--- src/rtl/counter_pkg.sv ---
// Shared encodings for the counter family: mode select and count direction.
package counter_pkg;

  localparam logic [1:0] MODE_UP     = 2'b00;
  localparam logic [1:0] MODE_DOWN   = 2'b01;
  localparam logic [1:0] MODE_BOUNCE = 2'b10;
  localparam logic [1:0] MODE_HOLD   = 2'b11;

  localparam logic DIR_UP = 1'b0;
  localparam logic DIR_DN = 1'b1;

endpackage

--- src/rtl/updown_mod_counter.sv ---
// General-purpose BITS-wide counter: up, down, bounce and hold modes with a
// programmable inclusive upper bound, wrap/saturate, parallel load and a registered tc.
module updown_mod_counter
  import counter_pkg::*;
#(
  parameter int BITS    = 4,
  parameter int RST_VAL = 0
) (
  input  logic            clk,
  input  logic            reset_n,
  input  logic            en,
  input  logic            load,
  input  logic [BITS-1:0] load_val,
  input  logic [1:0]      mode,
  input  logic            sat,
  input  logic [BITS-1:0] max_val,
  output logic [BITS-1:0] Q,
  output logic            dir,
  output logic            tc
);

  localparam logic [BITS-1:0] RST_Q = RST_VAL[BITS-1:0];
  localparam logic [BITS-1:0] ZERO  = '0;
  localparam logic [BITS-1:0] ONE   = {{(BITS-1){1'b0}}, 1'b1};

  logic [BITS-1:0] q_r, q_nx;
  logic            dir_r, dir_nx;
  logic            tc_r, tc_nx;

  always_comb begin
    q_nx   = q_r;
    dir_nx = dir_r;
    tc_nx  = 1'b0;
    if (load) begin
      q_nx = (load_val > max_val) ? max_val : load_val;
    end else if (!en || mode == MODE_HOLD) begin
      q_nx = q_r;
    end else if (q_r > max_val) begin
      // Bound was lowered under us: pull back into range without a terminal event.
      q_nx = (mode == MODE_UP && !sat) ? ZERO : max_val;
      if (mode == MODE_UP)   dir_nx = DIR_UP;
      if (mode == MODE_DOWN) dir_nx = DIR_DN;
    end else begin
      case (mode)
        MODE_UP: begin
          dir_nx = DIR_UP;
          if (q_r == max_val) begin
            q_nx  = sat ? q_r : ZERO;
            tc_nx = 1'b1;
          end else begin
            q_nx = q_r + ONE;
          end
        end
        MODE_DOWN: begin
          dir_nx = DIR_DN;
          if (q_r == ZERO) begin
            q_nx  = sat ? q_r : max_val;
            tc_nx = 1'b1;
          end else begin
            q_nx = q_r - ONE;
          end
        end
        MODE_BOUNCE: begin
          if (max_val == ZERO) begin
            q_nx  = ZERO;
            tc_nx = 1'b1;
          end else if (dir_r == DIR_UP) begin
            if (q_r == max_val) begin
              q_nx   = max_val - ONE;
              dir_nx = DIR_DN;
              tc_nx  = 1'b1;
            end else begin
              q_nx = q_r + ONE;
            end
          end else begin
            if (q_r == ZERO) begin
              q_nx   = ONE;
              dir_nx = DIR_UP;
              tc_nx  = 1'b1;
            end else begin
              q_nx = q_r - ONE;
            end
          end
        end
        default: q_nx = q_r;
      endcase
    end
  end

  always_ff @(posedge clk or negedge reset_n) begin
    if (!reset_n) begin
      q_r   <= RST_Q;
      dir_r <= DIR_UP;
      tc_r  <= 1'b0;
    end else begin
      q_r   <= q_nx;
      dir_r <= dir_nx;
      tc_r  <= tc_nx;
    end
  end

  assign Q   = q_r;
  assign dir = dir_r;
  assign tc  = tc_r;

endmodule

--- config.mk ---
export PLATFORM = sky130hd
export DESIGN_NAME = updown_mod_counter
export DESIGN_NICKNAME = d
export VERILOG_FILES = /design/src/rtl/counter_pkg.sv /design/src/rtl/updown_mod_counter.sv
export SDC_FILE = /design/constraint.sdc
export NUM_CORES = 1
export LEC_CHECK = 0
export CAP_MARGIN = 20
export CORE_ASPECT_RATIO = 0.8
export CORE_MARGIN = 2
export CORE_UTILIZATION = 32
export CTS_CLUSTER_SIZE = 8
export DETAILED_ROUTE_END_ITERATION = 10
export MAX_ROUTING_LAYER = met4
export PLACE_DENSITY = 0.51
export SYNTH_ARGS = -nofsm -noshare
export SYNTH_HDL_FRONTEND = slang
export SYNTH_SLANG_ARGS = --single-unit
export TNS_END_PERCENT = 1
--- constraint.sdc ---
create_clock -name clk -period 2.7 [get_ports clk]
set_clock_uncertainty 0.1 [all_clocks]
set_input_delay 0.81 -clock clk [delete_from_list [all_inputs] [get_ports clk]]
set_output_delay 0.81 -clock clk [all_outputs]
set_load 0.05 [all_outputs]
# Word level (Yosys, flattened, before mapping)
# Cells that the tools add are included.
[word_totals]
inputBits = 15
rom_bits = 0
elab_cells = 59
mem_bits_rw = 0
out_inout_bits = 6
mem_count = 0
regBits = 6
latchBits = 0
[op_classes]
shifts = 0
order_cmp = 2
div_mod_pow = 0
mul = 0
n_mux = 29
add_sub_neg = 3
n_eq_ne = 9
n_reduce_logical = 11
bitwise_logic = 2
[op_table]
columns = ["op", "count"]
rows = [
  ["two-way mux 4 bit", 13],
  ["two-way mux 1 bit", 13],
  ["case mux 4 bit (3 select lines)", 1],
  ["!= test 5 bit (second input constant)", 2],
  ["greater-than comparator 4 bit", 2],
  ["logical NOT 4 bit", 2],
  ["subtractor 4 x 1 -> 4 bit (second input constant)", 2],
  ["case mux 1 bit (3 select lines)", 2],
  ["AND reduction 5 bit", 1],
  ["nonzero test 5 bit", 1],
  ["adder 4 x 1 -> 4 bit (second input constant)", 1],
  ["== test 2 bit (second input constant)", 2],
  ["== test 4 bit", 1],
  ["AND reduction 4 bit", 1],
  ["!= test 3 x 1 -> 1 bit (second input constant)", 1],
  ["!= test 3 bit (second input constant)", 1],
  ["nonzero test 3 bit", 1],
  ["== test 2 x 1 -> 1 bit (second input constant)", 1],
  ["logical NOT 1 bit", 2],
  ["logical NOT 2 bit", 1],
  ["!= test 2 bit (second input constant)", 1],
  ["NOT 1 bit", 2],
  ["logical AND 1 bit", 1],
  ["logical OR 1 bit", 1],
]

# Depth between registers and ports, before layout
# Gate-level depths: netlist of run 1.
[logic_depth]
ltp_word = 8
mapped_depth = 10
depth_no_buf = 8

# Least setup slack after synthesis of run 1
# OpenSTA, ideal clock, no wires.
[synth_path]
path_kind = "flip-flop to flip-flop"
start = "register q_r[0], in the netlist Q[0]"
end = "register dir_r, in the netlist dir"
period_less_slack_ns = 2.634
path_stages_with_launch = 10
t_required_ns = 2.490
setup_slack_ns = 0.066
n_path_buf = 1
arrival_ns = 2.424
path_cell_list = "dfrtp_1 clkbuf_1 inv_1 ha_1 nand4_1 o21ai_0 or2_2 o311ai_1 o21ai_0 o41ai_1"
[synth_via]
elab_chain_cells = 6
[synth_lines]
columns = ["item", "line_no", "text"]
rows = [
  ["start: declaration", "updown_mod_counter.sv:26", "logic [BITS-1:0] q_r, q_nx;"],
  ["start signal: assignment", "updown_mod_counter.sv:96", "q_r <= q_nx;"],
  ["== test 4 bit or logical NOT 4 bit (tied branches)", "updown_mod_counter.sv:68, updown_mod_counter.sv:76", ""],
  ["two-way mux 1 bit (on tied branches)", "updown_mod_counter.sv:68, updown_mod_counter.sv:76", ""],
  ["two-way mux 1 bit", "updown_mod_counter.sv:67", "end else if (dir_r == DIR_UP) begin"],
  ["two-way mux 1 bit", "updown_mod_counter.sv:64", "if (max_val == ZERO) begin"],
  ["case mux 1 bit (3 select lines)", "updown_mod_counter.sv:44", "case (mode)"],
  ["two-way mux 1 bit", "updown_mod_counter.sv:38", "end else if (q_r > max_val) begin"],
  ["end signal: assignment", "updown_mod_counter.sv:97", "dir_r <= dir_nx;"],
  ["end: declaration", "updown_mod_counter.sv:27", "logic dir_r, dir_nx;"],
]
# Several ways; a longest one is shown, not always the timed one. The select of a mux whose other input is x is not followed.
# A chain may end at the register's enable or synchronous reset.

# Worst setup path after layout of run 1
[layout_path]
start = "input port max_val[1]"
end = "register q_r[1], in the netlist Q[1]"
[layout_via]
elab_chain_cells = 8
[layout_lines]
columns = ["item", "line_no", "text"]
rows = [
  ["start: declaration", "updown_mod_counter.sv:16", "input logic [BITS-1:0] max_val,"],
  ["subtractor 4 x 1 -> 4 bit or == test 4 bit (tied branches)", "updown_mod_counter.sv:69, updown_mod_counter.sv:47, updown_mod_counter.sv:68", ""],
  ["two-way mux 4 bit", "updown_mod_counter.sv:68", "if (q_r == max_val) begin"],
  ["two-way mux 4 bit", "updown_mod_counter.sv:67", ""],
  ["two-way mux 4 bit", "updown_mod_counter.sv:64", ""],
  ["case mux 4 bit (3 select lines)", "updown_mod_counter.sv:44", ""],
  ["two-way mux 4 bit", "updown_mod_counter.sv:38", ""],
  ["two-way mux 4 bit", "updown_mod_counter.sv:36", "end else if (!en || mode == MODE_HOLD) begin"],
  ["two-way mux 4 bit", "updown_mod_counter.sv:34", "if (load) begin"],
]
# Several ways; a longest one is shown, not always the timed one. The select of a mux whose other input is x is not followed.

==> results of run 1 <==
[logic make-up (layout without fill, tap and decap cells)]
group	Yosys count	in the layout	share of synthesized area, %
DFF	6	6	13.10
and+or+nand+nor	45	45	22.16
buffers and inverters	20	71	8.078
xor gates and xnor gates	4	4	3.056
AOI/OAI and AO/OA	46	46	27.84
muxes	8	8	7.205
adders and majority gates	17	17	18.56
[final cells by class]
cell class                 count  share of cell area, %
inverter                      15                  3.233
timing repair buffer          53                  25.50
clock buffer                   3                  2.371
sequential                     6                  8.621
multi-input combinational    120                  57.26
tap                           42                  3.017
[state kept, by name, summed over array words and instances, names as in the netlist]
register	cells
dir	1
Q	4
tc	1
[worst max-delay path by stage]
stage                from    to  slack, ns
4_1_cts              Q[3]  Q[3]       0.09
2_1_floorplan        Q[0]   dir       0.07
5_1_grt        max_val[1]   dir      0.007
3_3_place_gp   max_val[2]  Q[1]      -0.39
3_5_place_dp   max_val[1]   dir      -0.45
6_report       max_val[1]  Q[1]       0.08
[stage by stage]
stage          hold WS, ns  instance area (µm²)  setup TNS (ns)  power (mW)  cells
6_report            0.6975                 1742               0      0.9704    239
2_1_floorplan       0.4144                 1146               0      0.5247    146
3_5_place_dp        0.6622                 1593          -2.446      0.7611    234
3_3_place_gp        0.6508                 1593          -2.052      0.7514    234
4_1_cts             0.6939                 1739               0      0.9625    239
5_1_grt             0.7436                 1742               0       1.046    239
[routing by layer]
metal | vias to the layer above | track usage (%) | wire length [µm]
li1 | 656 | - | -
met5 | - | - | 0
met2 | 59 | 37.52 | 1905
met1 | 666 | 25.96 | 1687
met3 | 9 | 2.120 | 251
met4 | 0 | 6.469 | 91
[layout by cell type (no fill, tap or decap), types with 2 or more instances in the layout]
master / Yosys / layout
buf_4: 0 / 33
clkdlybuf4s50_1: 0 / 15
ha_1: 17 / 13
inv_1: 15 / 12
dfrtp_1: 6 / 6
nand2_1: 6 / 6
mux2i_1: 6 / 6
o21ai_0: 8 / 6
a21oi_1: 7 / 6
nor2_1: 7 / 6
nand3_1: 6 / 6
nor3_1: 5 / 5
a31oi_1: 6 / 5
xnor2_1: 4 / 4
dlygate4sd2_1: 0 / 4
inv_2: 0 / 3
o211ai_1: 3 / 3
o21a_1: 4 / 3
ha_4: 0 / 3
clkbuf_8: 1 / 3
nand4_1: 2 / 2
nor3b_1: 2 / 2
nand3b_1: 2 / 2
o22ai_1: 2 / 2
a31o_2: 1 / 2
nand2b_1: 2 / 2
o221ai_1: 2 / 2
o31ai_1: 2 / 2
a211o_1: 2 / 2
o2bb2ai_1: 2 / 2
[worst max-delay path, stage by stage]
cell	delay [ns]
dlygate4sd2_1	0.25
inv_2	0.08
ha_4	0.20
nor2b_2	0.16
nor4_1	0.24
buf_4	0.17
buf_4	0.11
nor2_4	0.06
or3_1	0.38
a21oi_1	0.17
[timing repair]
action | CTS | global route
pin swaps | 10 | 1
buffers inserted | 2 | 0
gates cloned | 0 | 0
hold buffers | 0 | 0
endpoints found under the hold margin | 0 | 0
setup endpoints to repair | 6 | 3
resized for setup | 26 | 2
[power by group]
part / internal [mW] / leakage [nW] / switching, mW
clock: 0.0953 / 0.0216 / 0.0337
sequential: 0.109 / 0.0736 / 0.0607
combinational: 0.316 / 0.649 / 0.356
==> impl_metrics.yaml, run 1 <==
status:
  outcome: "finished clean"
final_layout:
  seq_area_um2: 150.1
  fin_nets: 231
  fill_cells: 348
  fin_util_pct: 50.88
  multiInputGateArea_um2: 997.2
  antenna_cells: 0
  areaGrowthSynthToFinish_pct: 51.97
  drive_above_1_share_pct: 30.96
logic_synthesis:
  synth.yosys.seq_area_share_pct: 13.10
  syn_area_per_cell_um2: 7.850
  synth_common_cells: "17 x ha_1, 15 x inv_1, 8 x o21ai_0, 7 x a21oi_1, 7 x nor2_1"
  yosysWarningCount: 0
  synthTopCellsByArea: "ha_1 19%, dfrtp_1 13%, mux2i_1 5.2%, inv_1 4.9%, o21ai_0 3.5%"
  synth_edf_count: 0
  yosys.area.top_type: "ha_1"
  async_flop_share_pct: 100.0
  syn-num-nets: 178
  synth_area_mm2: 0.001146
  ys_seq_elements: 6
  synth_top_area_share_pct: 18.56
  synth_ff_type: "dfrtp_1"
  synth.distinct_cells: 45
  syn_inst: 146
  synth_most_common_cell: "ha_1"
die:
  die_x_um: 70.91
  start_util_pct: 33.48
  die_h_um: 57.53
  fp-row-count: 19
  ios: 21
  core-area_mm2: 0.003423
  dieArea_mm2: 0.004079
timing:
  setup_violations: 0
  tightest_slew_ns: 0.4929
  setup_ws_ns: 0.08228
  period_share_pct: 96.95
  rsz0062_at_grt: "no"
  maxSlewHeadroom_pct: 67.04
  maxSlewViolCount: 0
  hold_viol: 0
  post-route-min-period_ns: 2.618
  fmax_ghz: 0.3820
power_and_ir_drop:
  irDropWorstVdd_mv: 0.2116
  p_leak_nw: 0.7437
  p_per_area_mw_per_mm2: 557.2
grt:
  grt_usage_pct: 21.36
  grt_max_degree: 15
  antenna_found_initial: 0
  grt_pass1_vias: 1422
  grt_pass1_wl_um: 6699
  gr-total-overflow: 0
setup_path:
  arrival_ns: 2.65
  r2r_cells: 8
  reg2reg_from: "Q[1]"
  rrSetupSlack_ns: 0.25
  crit_type: "in -> reg"
  r2r_end: "Q[0]"
  startpoint_type: "input pin"
  critical_path_required_ns: 2.73
  path_max_fanout: 9
  cp-end-kind: "register"
place:
  dp_slack_ns: -0.4484
  hpwl_um: 3101
  numPortBuffers: 20
  gp_congestion: 0.9577
cts:
  numCtsBuffers: 3
  clk_pin_slew_ns: 0.03
  insertion_delay_ns: 0.22
  cts_tree: "done"
  clock-sinks: 6
  cts_root_buf: "clkbuf_8"
  htreeDepth: 1
  cts_buffer_depth: 2
detailed_routing:
  vias_per_cell: 5.816
  via_count: 1390
  drt-wirelength-per-cell_um: 16.46
  drt_iter0_markers: 109
  finalWirelength_um: 3934
  drt_pre_antenna_iters: 4
  antenna_left: 0
  drc: 0
worst_hold_path:
  hold_path.class: "reg -> reg"
  hp-start: "dir"
  whs_path_depth: 2
  worstHoldEndpoint: "dir"
run:
  max-cap-violations: 0
No activity file was read; power rests on OpenSTA's default activity.
==> run 2: changes to the inputs <==
Settings changed: RECOVER_POWER set to 25.
==> impl_metrics.yaml, run 2 (synthesized netlist as in run 1, its figures left out) <==
setup_path:
  path_max_fanout: 9
  critPathMaxStageDelay_ns: 0.38
  startpoint_type: "input pin"
  crit_type: "in -> reg"
  rrSetupSlack_ns: 0.25
  path_cells: "dlygate4sd2_1, inv_2, ha_4, nor2b_2, nor4_1, buf_4, buf_4, nor2_4, or3_1, a21oi_1"
  critPathSlowestCell: "or3_1"
  cp-end-kind: "register"
  critical_path_required_ns: 2.73
  arrival_ns: 2.65
  crit_top_cell: "buf_4"
detailed_routing:
  antenna_left: 0
  drt-wirelength-per-cell_um: 16.49
  finalWirelength_um: 3940
  vias_per_cell: 5.816
  drc: 0
  via_count: 1390
  drt_pre_antenna_iters: 4
  route.met2.wl_um: 1910
  met1_length_um: 1687
  top_layer: "met4"
  dr_wl_met3_um: 250
  drt_iter0_markers: 109
final_layout:
  largest_register_ffs: 4
  antenna_cells: 0
  layout_common_cells: "33 x buf_4, 14 x clkdlybuf4s50_1, 13 x ha_1"
  multiInputGateArea_um2: 997.2
  seq_area_um2: 150.1
  fill_cells: 348
  drive_above_1_share_pct: 30.96
  layout_commonest_cell: "buf_4"
  fin_nets: 231
  areaGrowthSynthToFinish_pct: 51.97
timing:
  fmax_ghz: 0.3820
  maxSlewViolCount: 0
  period_share_pct: 96.96
  tightest_slew_ns: 0.4929
  setup_violations: 0
  post-route-min-period_ns: 2.618
  setup_tns_ns: 0
  maxSlewHeadroom_pct: 67.04
  rsz0062_at_grt: "no"
  hold_viol: 0
cts:
  clock-sinks: 6
  numCtsBuffers: 3
  cts_tree: "done"
  insertion_delay_ns: 0.22
  cts_root_buf: "clkbuf_8"
  clk_pin_slew_ns: 0.03
  htreeDepth: 1
  cts_buffer_depth: 2
grt:
  gr-total-overflow: 0
  grt_max_degree: 15
  grt_pass1_vias: 1422
  grt_pass1_wl_um: 6699
  grt_usage_pct: 21.36
  antenna_found_initial: 0
die:
  start_util_pct: 33.48
  core-area_mm2: 0.003423
  fp-row-count: 19
  ios: 21
  die_h_um: 57.53
  die_x_um: 70.91
  dieArea_mm2: 0.004079
run:
  max-cap-violations: 0
place:
  numPortBuffers: 20
  gp_congestion: 0.9577
  hpwl_um: 3101
power_and_ir_drop:
  p_leak_nw: 0.7440
  p_per_area_mw_per_mm2: 557.1
  irDropWorstVdd_mv: 0.2116
  p_total_mw: 0.9702
worst_hold_path:
  hold_path.class: "reg -> reg"
status:
  outcome: "finished clean"
run 2: cell count changes in the layout (fill, tap and decap cells not counted), sizes merged:
cell           previous run  this run
dlygate4sd3               0         1
clkdlybuf4s50            15        14
run 2: layer usage:
metal,vias up,track usage (%)
li1,656,-
met1,666,25.96
met5,-,-
met2,59,37.52
met4,0,6.469
met3,9,2.120
run 2: worst max-delay path: cells and delay by family:
kind / cells / cell delay, ns
AO/OA/AOI/OAI: 1 / 0.17
adder cells (fa/ha/maj): 1 / 0.20
buffers and inverters: 4 / 0.61
AND/OR/NAND/NOR: 4 / 0.84
run 2: what timing repair did:
action                     in CTS  in global routing
setup endpoints to repair       6                  3
hold buffers                    0                  0
pin swaps                      10                  1
buffers inserted                2                  0
gates cloned                    0                  0
gates resized for setup        26                  2
run 2: area by class of cell:
type	count	share of cell area [%]
Sequential cell	6	8.621
Multi-Input combinational cell	120	57.26
Timing Repair Buffer	53	25.50
Tap cell	42	3.017
Clock buffer	3	2.371
Inverter	15	3.233
run 2: worst paths after layout:
check                           endpoint        from  cells past startpoint
worst max-delay path                Q[1]  max_val[1]                     10
worst min-delay path                 dir         dir                      2
worst max register to register      Q[0]        Q[1]                      8
worst min register to register       dir         dir                      2
max in group asynchronous           Q[3]     reset_n                      1
min in group asynchronous           Q[1]     reset_n                      1
run 2: stage by stage:
step,setup slack [ns],hold WS (ns),cell area [µm²],util (%),instances
floorplan,0.06613,0.4144,1146,-,146
CTS,0.09056,0.6939,1739,50.80,239
global placement,-0.3894,0.6508,1593,46.53,234
global route,0.007076,0.7436,1742,50.88,239
detailed placement,-0.4484,0.6622,1593,46.53,234
finish,0.08214,0.6962,1742,50.88,239
run 2: report_power, final:
part / total, mW / internal [mW] / switching [mW]
Combinational: 0.672 / 0.316 / 0.356
Clock: 0.129 / 0.0953 / 0.0337
Sequential: 0.169 / 0.109 / 0.0606
Total: 0.970 / 0.520 / 0.450
==> run 3: changes to the inputs <==
Settings changed: DONT_BUFFER_PORTS set to 1, PLACE_DENSITY 0.51 to 0.44.
==> impl_metrics.yaml, run 3 (synthesized netlist as in run 1, its figures left out) <==
cts:
  clk_pin_slew_ns: 0.04
  cts_root_buf: "clkbuf_8"
  holdBufCountCts: 0
  ctsResizeCount: 0
  numCtsBuffers: 3
  clock-sinks: 6
  cts_buffer_depth: 2
  htreeDepth: 1
  insertion_delay_ns: 0.22
  postCtsSetupBuffers: 0
  cts_tree: "done"
place:
  hpwl_um: 2851
  dp_slack_ns: 0.02048
  numPortBuffers: 0
  post_dp_cell_area_mm2: 0.001275
  gp_congestion: 0.9617
setup_path:
  path_max_fanout: 5
  arrival_ns: 2.47
  cp-end-kind: "register"
  critical_path_required_ns: 2.71
  startpoint_type: "input pin"
  crit_type: "in -> reg"
power_and_ir_drop:
  p_total_mw: 0.8207
  p_per_area_mw_per_mm2: 623.5
  p_leak_nw: 0.5608
  irDropWorstVdd_mv: 0.1504
final_layout:
  antenna_cells: 0
  layout_common_cells: "17 x ha_1, 15 x inv_1, 15 x buf_4"
  layout_commonest_cell: "ha_1"
  largest_register_ffs: 4
  fin_util_pct: 38.45
  drive_above_1_share_pct: 15.72
  fill_cells: 369
  areaGrowthSynthToFinish_pct: 14.85
  final_area_mm2: 0.001316
  fin_nets: 193
timing:
  maxSlewHeadroom_pct: 71.43
  hold_viol: 0
  rsz0062_at_grt: "no"
  period_share_pct: 91.23
  setup_violations: 0
  tightest_slew_ns: 0.4246
  fmax_ghz: 0.4060
  maxSlewViolCount: 0
  post-route-min-period_ns: 2.463
  setup_ws_ns: 0.2369
  setup_tns_ns: 0
detailed_routing:
  via_count: 1229
  drt_iter0_markers: 119
  antenna_left: 0
  vias_per_cell: 6.114
  drt-wirelength-per-cell_um: 17.50
  drc: 0
  finalWirelength_um: 3517
  drt_pre_antenna_iters: 4
die:
  ios: 21
  core-area_mm2: 0.003423
  fp-row-count: 19
  die_x_um: 70.91
  start_util_pct: 33.48
  dieArea_mm2: 0.004079
  die_h_um: 57.53
worst_hold_path:
  hold_path.class: "in -> async"
status:
  outcome: "finished clean"
grt:
  grt_usage_pct: 18.38
  antenna_found_initial: 0
  grt_pass1_wl_um: 5616
  gr-total-overflow: 0
  grt_pass1_vias: 1190
  grt_max_degree: 15
run:
  max-cap-violations: 0
[run 3: worst paths after layout]
check                      startpoint    to  slack, ns  cells past startpoint
hold reg to reg                  Q[1]  Q[1]       0.61                      2
setup / recovery           max_val[1]   dir       0.24                      9
hold / removal                reset_n   dir       0.18                      0
min in group clk                 Q[1]  Q[1]       0.61                      2
max in group asynchronous     reset_n  Q[1]       2.25                      0
setup reg to reg                 Q[1]  Q[0]       0.28                      8
[run 3: power by group]
part / switching (mW) / internal [mW]
Clock: 0.0376 / 0.0957
Sequential: 0.0407 / 0.109
Combinational: 0.314 / 0.223
[run 3: per-stage QoR]
| stage | hold WS [ns] | cells |
|---|---|---|
| after detailed placement | 0.4146 | 198 |
| after global routing | 0.1730 | 201 |
| after global placement | 0.4146 | 198 |
| after CTS | 0.1782 | 201 |
| final | 0.1817 | 201 |
| after floorplan | 0.4144 | 146 |
[run 3: layer usage]
| layer | share of wire [%] | up-vias | GRT usage [%] |
|---|---|---|---|
| met2 | 41 | 79 | 26.30 |
| met3 | 14 | 5 | 8.304 |
| met4 | 0.88 | 0 | 4.852 |
| met1 | 44 | 565 | 23.52 |
| li1 | - | 580 | - |
| met5 | 0 | - | - |
[run 3: cell type report]
class	count	area (µm²)	area share, %
Sequential cell	6	150.1	11.41
Clock buffer	3	41.29	3.137
Multi-Input combinational cell	120	903.4	68.63
Tap cell	42	52.55	3.992
Timing Repair Buffer	15	112.6	8.555
Inverter	15	56.30	4.278
[run 3: worst max-delay path, stage by stage]
cell and delay, ns:
inv_1 0.04, ha_1 0.28, nor2b_1 0.15, nor4_1 0.33, nor2_1 0.18, buf_4 0.19, nor3b_1 0.25, o21ai_0 0.14
o41ai_1 0.10
